**src/rtl/walk_seq_ctrl.sv**
```systemverilog
// Walking-one sequencer: drives seed, walking-one and trailing zero patterns into a
// combinational datapath and reports each result. Optional signature: WALK_SEQ_SIGNATURE_EN.
module walk_seq_ctrl #(
    parameter int WIDTH = 8,
    parameter int HOLD  = 1,
    parameter int IDXW  = $clog2(WIDTH + 2)
) (
    input  logic              clk,
    input  logic              rst,
    input  logic              i_start,
    input  logic              i_abort,
    output logic              o_busy,
    output logic              o_done,
    output logic [WIDTH-1:0]  o_pat_out,
    input  logic [WIDTH-1:0]  i_res_in,
    output logic              o_res_valid,
    output logic [WIDTH-1:0]  o_res_data,
    output logic [IDXW-1:0]   o_res_idx,
    output logic [WIDTH-1:0]  o_signature
);

    localparam int               HW        = (HOLD > 1) ? $clog2(HOLD) : 1;
    localparam logic [IDXW-1:0]  LAST_STEP = IDXW'(WIDTH + 1);
    localparam logic [HW-1:0]    HOLD_LAST = HW'(HOLD - 1);
    localparam logic [WIDTH-1:0] ONE_HOT0  = WIDTH'(1);

    typedef enum logic [1:0] {
        S_IDLE,
        S_RUN,
        S_FIN
    } state_t;

    state_t           r_state;
    state_t           w_state_nxt;
    logic [IDXW-1:0]  r_step;
    logic [HW-1:0]    r_hold;
    logic             w_step_end;
    logic             w_capture;
    logic             w_start_ok;
    logic [WIDTH-1:0] w_pat;

    assign w_step_end = (r_state == S_RUN) && (r_hold == HOLD_LAST);
    // An abort on the sampling cycle kills the capture, so no stale pulse follows.
    assign w_capture  = w_step_end && !i_abort;
    assign w_start_ok = (r_state == S_IDLE) && i_start && !i_abort;

    // NOTE: every signal written here gets a default first, so no path leaves it unassigned (no latch).
    always_comb begin
        w_state_nxt = r_state;
        case (r_state)
            S_IDLE: if (w_start_ok) w_state_nxt = S_RUN;
            S_RUN: begin
                if (i_abort)
                    w_state_nxt = S_IDLE;
                else if (w_step_end && (r_step == LAST_STEP))
                    w_state_nxt = S_FIN;
            end
            S_FIN:   w_state_nxt = S_IDLE;
            default: w_state_nxt = S_IDLE;
        endcase
    end

    always_comb begin
        w_pat = '0;
        if ((r_state == S_RUN) && (r_step != '0) && (r_step != LAST_STEP))
            w_pat = ONE_HOT0 << (r_step - 1'b1);
    end

    // NOTE: state and capture registers use non-blocking assignments so every flop samples pre-edge values.
    always_ff @(posedge clk) begin
        if (rst) begin
            r_state     <= S_IDLE;
            r_step      <= '0;
            r_hold      <= '0;
            o_res_valid <= 1'b0;
            o_res_data  <= '0;
            o_res_idx   <= '0;
        end else begin
            r_state     <= w_state_nxt;
            o_res_valid <= w_capture;
            if (w_capture) begin
                o_res_data <= i_res_in;
                o_res_idx  <= r_step;
            end
            if ((r_state == S_RUN) && !i_abort) begin
                if (w_step_end) begin
                    r_hold <= '0;
                    r_step <= r_step + 1'b1;
                end else begin
                    r_hold <= r_hold + 1'b1;
                end
            end else begin
                r_hold <= '0;
                r_step <= '0;
            end
        end
    end

    assign o_busy    = (r_state == S_RUN);
    assign o_done    = (r_state == S_FIN);
    assign o_pat_out = w_pat;

`ifdef WALK_SEQ_SIGNATURE_EN
    logic [WIDTH-1:0] r_sig;

    // Rotate-left-and-xor over exactly the samples reported on o_res_valid.
    always_ff @(posedge clk) begin
        if (rst)
            r_sig <= '0;
        else if (w_start_ok)
            r_sig <= '0;
        else if (w_capture)
            r_sig <= {r_sig[WIDTH-2:0], r_sig[WIDTH-1]} ^ i_res_in;
    end

    assign o_signature = r_sig;
`else
    assign o_signature = '0;
`endif

endmodule

```
**config.mk**
```make
export PLATFORM = sky130hd
export DESIGN_NAME = walk_seq_ctrl
export DESIGN_NICKNAME = d
export VERILOG_FILES = /design/src/rtl/walk_seq_ctrl.sv
export SDC_FILE = /design/constraint.sdc
export NUM_CORES = 1
export LEC_CHECK = 0
export ABC_AREA = 1
export BUFFER_PORTS_ARGS = -buffer_cell sky130_fd_sc_hd__buf_2
export CAP_MARGIN = 20
export CORE_AREA = 2 2 43 61
export CTS_BUF_LIST = sky130_fd_sc_hd__clkbuf_8
export CTS_CLUSTER_DIAMETER = 30
export CTS_CLUSTER_SIZE = 12
export DETAILED_ROUTE_END_ITERATION = 8
export DIE_AREA = 0 0 45 63
export PLACE_DENSITY = 0.79
export REMOVE_ABC_BUFFERS = 1
export SLEW_MARGIN = 20
export SYNTH_ARGS = -nofsm -noshare
export SYNTH_HDL_FRONTEND = slang
export SYNTH_SLANG_ARGS = --single-unit
export TNS_END_PERCENT = 30
```
**constraint.sdc**
```tcl
create_clock -name clk -period 1.31 [get_ports clk]
set_input_delay 0.0655 -clock clk [delete_from_list [all_inputs] [get_ports clk]]
set_output_delay 0.0655 -clock clk [all_outputs]
set_load 0.01 [all_outputs]
```
==> results.ini <==
[cts]
cts_buffers=3
cts.path.max_buffers=2
root_buffer=clkbuf_8
clock_latency_ns=0.26
cts.clk_slew.worst_paths_ns=0.08
cts.htree.levels=1
cts_tree=yes
cts.sinks=20

[critical_path]
cp-end-kind=output pin
arrival_ns=1.47
slowest_stage=dfxtp_4
worst-path-max-fanout=6
start_kind=register
crit_chain=inv_4 -> buf_4 -> nand3_1 -> nand2_2 -> nand3_2 -> nor2_1 -> buf_2
cpPeakStageDelay_ns=0.37
crit_type=register to output pin
required_ns=1.24

[timing]
fin_crit_ns=1.54
min_period_over_period=1.17
finalClockSkew_ns=0.00114
rsz0062_at_grt=true
setup_ws_ns=-0.226
setup_viol=8
timing.fmax_mhz=651
finalHoldViolCount=0
hold_ws_ns=0.0789
finalMaxSlewViolations=0

[job]
drv_cap=0

[global_route]
grt_use_total=0.205
grt_overflow=0
antenna_found_initial=0
grt_pass1_wl_um=4310
grt_max_degree=13
grt_pass1_vias=1028

[outcome]
status=finished with violations
violations=negative setup slack

[cells_and_area]
num_antenna_cells=0
layout_commonest_cell=nor2_1
nets=217
final_cell_mix=nor2_1 (39), buf_2 (34), nand2_1 (25), dfxtp_1 (18), buf_4 (11)
drive_above_1_share=0.340
utilization=0.635
final_design_area_no_fill_um2=1470
fillCellCount=181
area_growth_pct=32.5

[yosys]
avgSynthCellArea_um2=7.29
syn-cell-area_um2=1110
ys_ff_latch=20
synth_area_leaders=dfxtp_1 (36%), nor2_1 (13%), nand2_1 (8.8%)
yosysTopAreaCellShare=0.361
yosys.area.top_type=dfxtp_1
yosysWarningCount=0
postSynthCellCount=152
ys_types=22
seq_area_frac_synth=0.361

[routing]
ant_nets=0
wl_per_cell_um=12.5
routed_via_density=5.17
dr.pass1.iters=4
drt_iter0_drc=19
drc=0
routed_wl_um=2740
vias=1137

[place]
hpwlAfterDp_um=1860
routabilityCongestion=0.806
placed_cell_area_um2=1310
portBuffers=34
dpl_worst_slack_ns=-0.0532

[floorplan]
die_w_um=45
initial_core_util=0.479
rows=21
pin_count=43
die-area_um2=2840
dieHeight_um=63
core_um2=2310

[power]
peakVddDrop_v=0.000502
fin_total_pwr_mw=1.38
leakagePower_nw=0.738
power_density_nw_per_um2=942

[hold_path]
min_path_type=primary input to register

## metal layers
metal | share of wire | vias to the layer above | global-route usage
li1 | - | 555 | -
met1 | 0.39 | 521 | 0.216
met2 | 0.53 | 52 | 0.346
met3 | 0.046 | 9 | 0.0318
met4 | 0.034 | 0 | 0.143
met5 | 0 | - | 0
## state kept, by name, summed over array words and instances, names as in the netlist
| name | count |
|---|---|
| r_hold | 1 |
| o_res_idx | 4 |
| o_res_data | 8 |
| r_state | 2 |
| r_step | 4 |
| o_res_valid | 1 |
## metrics by stage
stage / setup TNS (ns) / instances
after floorplan: -0.0144 / 147
after global placement: 0 / 213
after detailed placement: -0.208 / 213
after CTS: -1.07 / 219
after global routing: -1.93 / 220
final: -1.39 / 220
## final cells by class
| type | instances | area, um2 | share of cell area |
|---|---|---|---|
| multi-input combinational | 116 | 654 | 0.445 |
| sequential | 20 | 405 | 0.276 |
| timing repair buffer | 46 | 263 | 0.179 |
| inverter | 11 | 46.3 | 0.0315 |
| clock buffer | 3 | 41.3 | 0.0281 |
| clock inverter | 1 | 30.0 | 0.0204 |
| tap | 23 | 28.8 | 0.0196 |
## path summary, 6_finish.rpt
path / from / end / slack, ns / depth (start not counted)
worst min register to register: o_res_data[1]$_SDFFE_PP0P_ / o_res_data[1]$_SDFFE_PP0P_ / 0.48 / 2
worst max-delay path: r_step[0]$_SDFFE_PP0N_ / o_pat_out[0] / -0.23 / 7
worst min-delay path: i_start / r_state[0]$_SDFFE_PP0P_ / 0.08 / 3
worst max register to register: r_state[1]$_SDFFE_PP0P_ / o_res_data[6]$_SDFFE_PP0P_ / 0.05 / 7
## worst max-delay path: cells and delay by family, from the launching register on
kind,cells,cell delay [ns]
and+or+nand+nor,4,0.49
DFF,1,0.37
buffers and inverters,3,0.34
## what timing repair did
action,in CTS,in global routing
cloned,0,0
hold buffers,1,0
buffers inserted,1,1
pin swaps,8,8
resized for setup,12,5
endpoints found under the setup margin,8,14
hold endpoints to repair,2,0
## cells by family (layout without fill, tap and decap cells)
kind of cell             after synthesis  in the layout  synth area share
AND/OR/NAND/NOR                       93             93             0.395
buffers and inverters                 24             61             0.123
flip-flops                            20             20             0.361
adder cells (fa/ha/maj)                7              7            0.0790
AO/OA/AOI/OAI                          5              5            0.0226
XOR/XNOR                               2              2            0.0158
other                                  1              9           0.00338
## synthesized netlist by cell type, drive strengths merged
cell type and n:
a21oi 4, and2 1, buf 12, clkbuf 1
conb 1, dfxtp 20, ha 7, inv 11
nand2 27, nand3 9, nand3b 8, nand4 6
nor2 42, o21ai 1, xnor2 1, xor2 1
## power by group
group / internal, mW / total [mW] / leakage [nW] / switching (mW)
Sequential: 0.620 / 0.629 / 0.163 / 0.00890
Clock: 0.408 / 0.628 / 0.0357 / 0.219
Combinational: 0.0515 / 0.128 / 0.539 / 0.0763
Total: 1.08 / 1.38 / 0.738 / 0.305
No activity file was read; power rests on OpenSTA's default activity.
